===== config.mk =====
export PLATFORM = sky130hd
export DESIGN_NAME = trigger_capture
export DESIGN_NICKNAME = d
export VERILOG_FILES = /design/src/rtl/osc_pkg.sv /design/src/rtl/capture_ram.sv /design/src/rtl/trigger_capture.sv
export SDC_FILE = /design/constraint.sdc
export NUM_CORES = 2
export LEC_CHECK = 0
export ABC_AREA = 0
export BUFFER_PORTS_ARGS = -buffer_cell sky130_fd_sc_hd__buf_2
export CORE_MARGIN = 2
export CORE_UTILIZATION = 35
export CTS_CLUSTER_DIAMETER = 120
export CTS_CLUSTER_SIZE = 14
export DETAILED_ROUTE_END_ITERATION = 10
export GPL_TIMING_DRIVEN = 0
export MAX_ROUTING_LAYER = met4
export PLACE_DENSITY = 0.55
export SLEW_MARGIN = 20
export SYNTH_ARGS = -nofsm -noshare
export SYNTH_HDL_FRONTEND = slang
export SYNTH_SLANG_ARGS = --single-unit

===== constraint.sdc =====
create_clock -name clk -period 3.9 [get_ports clk]
set_clock_uncertainty 0.1 [all_clocks]
set_input_delay 0.585 -clock clk [delete_from_list [all_inputs] [get_ports clk]]
set_output_delay 0.585 -clock clk [all_outputs]
set_load 0.1 [all_outputs]

===== src/rtl/osc_pkg.sv =====
// Shared encodings for the oscilloscope trigger/capture path.
package osc_pkg;

    localparam int unsigned STATE_W = 3;
    localparam int unsigned MODE_W  = 2;

    // Capture FSM states; the encoding is exported on state_dbg.
    typedef enum logic [STATE_W-1:0] {
        ST_IDLE      = 3'd0,
        ST_PRE_FILL  = 3'd1,
        ST_ARMED     = 3'd2,
        ST_POST_FILL = 3'd3,
        ST_DONE      = 3'd4
    } state_e;

    // Trigger mode codes; code 11 behaves exactly like normal.
    typedef enum logic [MODE_W-1:0] {
        MODE_AUTO       = 2'b00,
        MODE_NORMAL     = 2'b01,
        MODE_SINGLE     = 2'b10,
        MODE_NORMAL_ALT = 2'b11
    } trig_mode_e;

endpackage


===== src/rtl/capture_ram.sv =====
// Simple dual-port sample store: synchronous write, registered read.
module capture_ram
    import osc_pkg::*;
#(
    parameter int unsigned DATA_W = 12,
    parameter int unsigned ADDR_W = 8
) (
    input  logic              clk,
    input  logic              rst_n,
    input  logic              wr_en,
    input  logic [ADDR_W-1:0] wr_addr,
    input  logic [DATA_W-1:0] wr_data,
    input  logic [ADDR_W-1:0] rd_addr,
    output logic [DATA_W-1:0] rd_data
);

    localparam int unsigned DEPTH = 2 ** ADDR_W;

    logic [DATA_W-1:0] mem [DEPTH];

    // Write port; contents deliberately survive reset.
    always_ff @(posedge clk) begin
        if (wr_en) begin
            mem[wr_addr] <= wr_data;
        end
    end

    // Registered read port, cleared by reset so rd_data starts at zero.
    always_ff @(posedge clk) begin
        if (!rst_n) begin
            rd_data <= '0;
        end else begin
            rd_data <= mem[rd_addr];
        end
    end

endmodule


===== src/rtl/trigger_capture.sv =====
// Edge-triggered capture of a pre/post-trigger frame into a circular buffer.
module trigger_capture
    import osc_pkg::*;
#(
    parameter int unsigned DATA_W       = 12,
    parameter int unsigned ADDR_W       = 8,
    parameter int unsigned PRE_TRIG     = 64,
    parameter int unsigned AUTO_TIMEOUT = 4096
) (
    input  logic                     clk,
    input  logic                     rst_n,
    input  logic                     sample_en,
    input  logic signed [DATA_W-1:0] sample_in,
    input  logic signed [DATA_W-1:0] trig_level,
    input  logic                     trig_slope,
    input  logic [MODE_W-1:0]        trig_mode,
    input  logic                     arm,
    input  logic [ADDR_W-1:0]        rd_addr,
    output logic signed [DATA_W-1:0] rd_data,
    output logic                     frame_ready,
    input  logic                     frame_ack,
    output logic                     triggered,
    output logic [STATE_W-1:0]       state_dbg
);

    localparam int unsigned DEPTH    = 2 ** ADDR_W;
    localparam int unsigned POST_CNT = DEPTH - 1 - PRE_TRIG;
    localparam int unsigned PRE_W    = $clog2(PRE_TRIG + 2);
    localparam int unsigned POST_W   = $clog2(POST_CNT + 2);
    localparam int unsigned TO_W     = $clog2(AUTO_TIMEOUT + 2);

    state_e                    state;
    logic [ADDR_W-1:0]         wr_ptr;
    logic [ADDR_W-1:0]         trig_addr;
    logic signed [DATA_W-1:0]  prev_sample;
    logic [PRE_W-1:0]          pre_cnt;
    logic [POST_W-1:0]         post_cnt;
    logic [TO_W-1:0]           to_cnt;

    logic                      capturing_c;
    logic                      rise_c;
    logic                      fall_c;
    logic                      event_c;
    logic                      auto_c;
    logic                      single_c;
    logic                      timeout_c;
    logic [ADDR_W-1:0]         start_addr_c;
    logic [ADDR_W-1:0]         ram_rd_addr_c;
    logic [DATA_W-1:0]         ram_rd_data;

    // Trigger detection, write qualification and frame-relative read address.
    always_comb begin
        capturing_c   = sample_en && ((state == ST_PRE_FILL) ||
                                      (state == ST_ARMED)    ||
                                      (state == ST_POST_FILL));
        rise_c        = (prev_sample < trig_level) && (sample_in >= trig_level);
        fall_c        = (prev_sample > trig_level) && (sample_in <= trig_level);
        event_c       = trig_slope ? fall_c : rise_c;
        auto_c        = (trig_mode == MODE_AUTO);
        single_c      = (trig_mode == MODE_SINGLE);
        timeout_c     = auto_c && (to_cnt >= TO_W'(AUTO_TIMEOUT - 1));
        start_addr_c  = trig_addr - ADDR_W'(PRE_TRIG);
        ram_rd_addr_c = start_addr_c + rd_addr;
    end

    // Capture FSM with write pointer, history sample and phase counters.
    always_ff @(posedge clk) begin
        if (!rst_n) begin
            state       <= ST_IDLE;
            wr_ptr      <= '0;
            trig_addr   <= '0;
            prev_sample <= '0;
            pre_cnt     <= '0;
            post_cnt    <= '0;
            to_cnt      <= '0;
            frame_ready <= 1'b0;
            triggered   <= 1'b0;
        end else begin
            if (capturing_c) begin
                wr_ptr      <= wr_ptr + ADDR_W'(1);
                prev_sample <= sample_in;
            end

            case (state)
                ST_IDLE: begin
                    if (!single_c || arm) begin
                        state   <= ST_PRE_FILL;
                        pre_cnt <= '0;
                    end
                end

                ST_PRE_FILL: begin
                    if (sample_en) begin
                        if (pre_cnt == PRE_W'(PRE_TRIG - 1)) begin
                            state  <= ST_ARMED;
                            to_cnt <= '0;
                        end else begin
                            pre_cnt <= pre_cnt + PRE_W'(1);
                        end
                    end
                end

                ST_ARMED: begin
                    if (sample_en) begin
                        if (event_c || timeout_c) begin
                            trig_addr <= wr_ptr;
                            triggered <= event_c;
                            post_cnt  <= POST_W'(POST_CNT);
                            state     <= ST_POST_FILL;
                        end else if (auto_c) begin
                            to_cnt <= to_cnt + TO_W'(1);
                        end
                    end
                end

                ST_POST_FILL: begin
                    if (sample_en) begin
                        post_cnt <= post_cnt - POST_W'(1);
                        if (post_cnt == POST_W'(1)) begin
                            state       <= ST_DONE;
                            frame_ready <= 1'b1;
                        end
                    end
                end

                ST_DONE: begin
                    if (frame_ack) begin
                        frame_ready <= 1'b0;
                        pre_cnt     <= '0;
                        state       <= single_c ? ST_IDLE : ST_PRE_FILL;
                    end
                end

                default: begin
                    state <= ST_IDLE;
                end
            endcase
        end
    end

    assign state_dbg = state;
    assign rd_data   = ram_rd_data;

    capture_ram #(
        .DATA_W (DATA_W),
        .ADDR_W (ADDR_W)
    ) u_ram (
        .clk     (clk),
        .rst_n   (rst_n),
        .wr_en   (capturing_c),
        .wr_addr (wr_ptr),
        .wr_data (sample_in),
        .rd_addr (ram_rd_addr_c),
        .rd_data (ram_rd_data)
    );

endmodule


## Word-level counts from Yosys, hierarchy flattened

Memories as Yosys holds them, arrays and structs flattened. A register that Yosys moved wholly into a read port is not among the register bits.
Cells that the tools add are included.

- Add/subtract/negate cells: 6
- Magnitude comparators: 5
- Equal/unequal tests: 18
- Mux-type cells: 32
- Reduce and logical (&&, ||, !) cells: 22

Operator list:

| operator | count |
|---|---|
| 13-bit 2-to-1 mux | 5 |
| 7-bit 2-to-1 mux | 4 |
| 13-bit case mux with 2 select lines | 1 |
| 3-bit 2-to-1 mux | 8 |
| 8-bit 2-to-1 mux | 3 |
| 7-bit case mux with 3 select lines | 1 |
| 2-bit inequality test (second input constant) | 8 |
| 8-bit case mux with 2 select lines | 1 |
| 3-bit case mux with 5 select lines | 1 |
| 13-bit by 1-bit adder with 13-bit output (second input constant) | 1 |
| 13-bit by 12-bit >= comparator with 1-bit output (second input constant) | 1 |
| 12-bit >= comparator | 1 |
| 12-bit > comparator | 1 |
| 12-bit <= comparator | 1 |
| 12-bit < comparator | 1 |
| 8-bit by 1-bit adder with 8-bit output (second input constant) | 1 |
| 8-bit adder | 1 |
| 8-bit by 1-bit equality test with 1-bit output (second input constant) | 1 |
| 4-bit AND reduction | 2 |
| 8-bit AND reduction | 1 |
| 8-bit by 1-bit subtractor with 8-bit output (second input constant) | 1 |
| 8-bit by 7-bit subtractor with 8-bit output (second input constant) | 1 |
| 7-bit by 1-bit adder with 7-bit output (second input constant) | 1 |
| 7-bit by 6-bit equality test with 1-bit output (second input constant) | 1 |
| other kinds (17) | 35 |

- Register bits after elaboration: 61
- Bits in writable memories: 3072
- Input bits: 40
- Output and inout port bits: 17
- Logic and storage cells: 93
- Memories: 1

Memories:

| name | words | width | read ports | clocked after memory_dff | wr ports | RTL line | source |
|---|---|---|---|---|---|---|---|
| u_ram.mem | 256 | 12 | 1 | 1 | 1 | capture_ram.sv:19 | `logic [DATA_W-1:0] mem [DEPTH];` |

## Depth between registers and ports, before layout

- Depth after elaboration: 7
- Gate-level depth with buffers: 15
- Depth with buffers taken out: 12

## Cells and area by module

Synthesis repeated with hierarchy kept, for this count alone.

- Cell total of the unflattened synthesis: 6018
- Area total of the unflattened synthesis: 123996.4 µm²

By module, submodules not included:

| module | times used | cells each | area each (µm²) | sequential area each (µm²) |
|---|---|---|---|---|
| capture_ram | 1 | 5557 | 120175.3 | 92488.7 |
| trigger_capture | 1 | 461 | 3821.2 | 1221.2 |

## Worst setup path before layout

OpenSTA, ideal clock, no wires.

- Kind: in2reg
- Start point: input rd_addr[1]
- End point: register u_ram.rd_data[8], read port of u_ram.mem
- Library setup time: 0.117 ns
- Data arrival time: 3.388 ns
- Required time: 3.683 ns
- Path slack: 0.295 ns
- Stages on the path: 11
- Buffers on the path: 3
- Path through: ha_1 > ha_1 > inv_1 > fa_1 > clkbuf_1 > clkbuf_1 > clkbuf_1 > mux4_2 > a22oi_1 > nand3_1 > a32o_1

- Longest elaborated chain between the ends: 1

RTL lines:

| element | RTL line | source |
|---|---|---|
| start, declared | trigger_capture.sv:18 | `input logic [ADDR_W-1:0] rd_addr,` |
| 8-bit adder | trigger_capture.sv:63 | `ram_rd_addr_c = start_addr_c + rd_addr;` |
| end, declared | capture_ram.sv:14 | `output logic [DATA_W-1:0] rd_data` |

No other way between the ends.
A chain may end at the register's enable or synchronous reset.

## Final worst setup path

- Start point: register trig_addr[1]
- End point: register u_ram.rd_data[4], read port of u_ram.mem

- Longest elaborated chain between the ends: 2

RTL lines:

| element | RTL line | source |
|---|---|---|
| start, declared | trigger_capture.sv:34 | `logic [ADDR_W-1:0] trig_addr;` |
| start signal, assigned | trigger_capture.sv:106 | `trig_addr <= wr_ptr;` |
| 8-bit by 7-bit subtractor with 8-bit output | trigger_capture.sv:62 | `start_addr_c = trig_addr - ADDR_W'(PRE_TRIG);` |
| 8-bit adder | trigger_capture.sv:63 |  |

No other way between the ends.

==> impl_results.md <==
* Nets@finish at 6500
* Min-Delay Endpoint: u_ram.mem[121][6]$_DFFE_PP_
* Via/cell ratio at 6.404
* IO buf count at 55
* Skew-Pair Late Insertion Delay at 0.91 ns
* Post-route insts no fill at 11130
* Die span in y at 595.8 um
* Vias in the first global route at 65760
* Status: complete, but fails checks
* Global-route wire length before repair at 676.4 mm
* Final slew viol count at 0
* Final Setup Violations at 49
* Filler instances at 29840
* Syn Nets at 5781
* Violated checks: setup timing
* Tcrit/Tclk final at 1.214
* CP Launch Type: register
* Static Leakage at 45.73 nW
* Worst slew pin tran at 1.317 ns
* Crit path buf inv count at 6
* Setup TNS at -6.209 ns
* Post-synth cell types at 81
* Critical path's most frequent cell: buf_16
* Storage cell area at 93720 um2
* Count leader, synth: edfxtp_1
* Die W at 595.8 um
* Number of CTS-inserted buffers at 267
* Placed cell count at 10620
* Tot Pwr at 69.79 mW
* Die area at 355000 um2
* DRT iter0 DRCs at 14620
* Vias at 71290
* Synth top area cells: edfxtp_1 (75%), mux4_2 (16%), dfxtp_1 (1.2%)
* Max frequency at 211.2 MHz
* Starting Density at 0.3514
* Routed wire length at 533.8 mm
* DR WL/cell at 47.95 um
* Hpwl dp at 355.5 mm
* FP Rows at 217
* Crit end category: register
* Max rail drop VDD at 0.3206 mV
* Req. time, crit path at 4.56 ns
* Routed Antenna Nets at 0
* Data arrival, critical path at 5.39 ns
* GRT Resource Usage Total at 0.3046
* Drt drc at 0
* Sequential area share after synthesis at 0.7644
* Final setup margin at -0.8346 ns
* Min Tclk post-route at 4.735 ns
* # Max-Cap Violations at 0
* Synth area leader: edfxtp_1
* Post-synth EDFFs at 3072
* RR Endpoint: u_ram.rd_data[4]$_SDFF_PN0_
* Ys async rst share at 0
* Clk buf depth at 4
* CTS tree: yes
* Top cell type's share of synthesized area at 0.7524
* CP Class: register to register
* PD cells at 474.9 nW/um2
* Hold WC Path Type: input port to register
* RR Startpoint: trig_addr[1]$_SDFFE_PN0P_
* Root Driver: clkbuf_16
* Placeable Area at 348900 um2
* CTS sink count at 3145
* R2R Setup Slk at -0.83 ns
* Final-report hold violation count at 0
* H-tree levels at 5
* Number of cells on the worst reg-to-reg path at 16
* Post-Synthesis Cell Area at 122600 um2
* Slew headroom at 0.1217
* Worst hold start: sample_in[6]
* Worst-path clk slew at 0.07 ns
* Mapped Cells at 5695
* Largest net degree at the start of global routing at 129
* Initial antenna violation count at 66
* FF+latch count, synth at 3145
* Top cells by instance count after synthesis: edfxtp_1 (3072), mux4_2 (870), nand2_1 (367)
* Gr ovfl total at 0
* Routability cong. at 1.017
* Ys Warns at 0
* RSZ-0062 raised after global routing: yes
* Drt first pass iters at 8
* Worst-path fanout max at 3
* Avg Inst Size Synth at 21.53 um2
* Dominant synthesized flop cell: edfxtp_1
* Crit-path max cell delay at 0.51 ns
* Critical path, cell by cell: ha_4, ha_4, inv_2, fa_2, nand2b_4, a21oi_4, xnor2_4, buf_8, buf_16, buf_16, clkbuf_16, buf_16, nand4_1, o211ai_1, nand4_1, nor3_4
* Top delay family on crit path: simple AND/OR/NAND/NOR gates
* Ports at 57
* Area Growth Syn to Fin at 19.87%
* Area taken by multi-input logic gates at 29390 um2
* Layout cells sized above 1 at 0.3573
* Slowest cell on crit path: nand4_1
* Hold Path Cell Cnt at 1
power by group:
part	switching (mW)	leakage (nW)	internal, mW
combinational	5.13	14.0	2.32
clock	12.3	3.54	12.8
sequential	0.0791	28.2	37.2
worst max-delay path by stage:
stage,from,end,slack (ns),depth (start not counted)
floorplan,rd_addr[1],u_ram.rd_data[8]$_SDFF_PN0_,0.29,11
global placement,rd_addr[1],u_ram.rd_data[6]$_SDFF_PN0_,-5.85,15
detailed placement,rd_addr[1],u_ram.rd_data[4]$_SDFF_PN0_,-4.01,16
CTS,trig_addr[1]$_SDFFE_PN0P_,u_ram.rd_data[4]$_SDFF_PN0_,-0.45,16
global route,trig_addr[1]$_SDFFE_PN0P_,u_ram.rd_data[4]$_SDFF_PN0_,-0.60,16
finish,trig_addr[1]$_SDFFE_PN0P_,u_ram.rd_data[4]$_SDFF_PN0_,-0.83,16
per-stage QoR:
stage                     cell area (um2)  setup slack, ns    util  hold WS (ns)
after floorplan                    122600           0.2947       -        0.3225
after global placement             128600           -5.849  0.3687        0.3326
after detailed placement           134500           -4.013  0.3855        0.3422
after CTS                          145900          -0.4496  0.4183      0.008661
after global routing               146900          -0.5960  0.4211       0.04407
final                              147000          -0.8346  0.4212       0.02288
worst reg2reg max path, cell delays in order, from the launching register on:
cell and delay (ns):
dfxtp_4 0.37, ha_4 0.27, ha_4 0.13, inv_2 0.04, fa_2 0.45, nand2b_4 0.18
a21oi_4 0.22, xnor2_4 0.18, buf_8 0.21, buf_16 0.18, buf_16 0.17, clkbuf_16 0.16
buf_16 0.10, nand4_1 0.41, o211ai_1 0.46, nand4_1 0.52, nor3_4 0.51
placed cells by master (no fill, tap or decap), types with 20 or more instances in the layout:
cell type	count
a21oi_1	50
a32oi_1	28
buf_12	123
buf_16	94
buf_2	53
buf_4	100
buf_6	137
buf_8	130
clkbuf_1	69
clkbuf_16	285
clkbuf_2	39
clkbuf_4	30
dfxtp_1	70
diode_2	52
edfxtp_1	3072
ha_1	41
inv_1	31
mux2i_1	68
mux4_2	870
nand2_1	348
nand3_1	70
nand4_1	27
nor2_1	48
nor2_2	151
nor2_4	114
nor3_1	20
o21ai_0	32
area by class of cell:
class                      instances  share of cell area
multi-input combinational       2202              0.2000
clock inverter                    15            0.001124
inverter                          34           0.0008770
antenna                           52           0.0008855
tap                             4599             0.03916
timing repair buffer             454             0.04421
clock buffer                     320             0.04827
sequential                      3145              0.6377
buffer                           310             0.02780
flip-flops by register name, indices dropped and copies added, names as in the netlist:
register,cells
post_cnt,8
triggered,1
u_ram.rd_data,12
prev_sample,12
pre_cnt,7
wr_ptr,8
state_dbg,3
u_ram.mem,3072
trig_addr,8
frame_ready,1
to_cnt,13
logic make-up after synthesis:
kind of cell	Yosys count	synth area share
adders and majority gates	46	0.004756
and+or+nand+nor	888	0.03063
AOI/OAI and AO/OA	285	0.01646
buffers and inverters	348	0.01488
DFF	3145	0.7644
muxes	958	0.1671
xor gates and xnor gates	25	0.001847
what timing repair did:
| action | 4_1_cts | 5_1_grt |
|---|---|---|
| pin swaps | 47 | 27 |
| cloned | 0 | 2 |
| endpoints found under the hold margin | 119 | 0 |
| endpoints found under the setup margin | 1889 | 1281 |
| resized for setup | 744 | 130 |
| hold buffers | 8 | 0 |
| setup buffers | 91 | 26 |
metal layers:
| layer | routed length, um | part of all wire | up-vias | GRT usage |
|---|---|---|---|---|
| li1 | - | - | 25170 | - |
| met1 | 187000 | 0.35 | 38390 | 0.3721 |
| met2 | 225000 | 0.42 | 6261 | 0.4194 |
| met3 | 78940 | 0.15 | 1466 | 0.1193 |
| met4 | 42820 | 0.080 | 0 | 0.1966 |
| met5 | 0 | 0 | - | - |
Power figures use the tool's default switching activity.
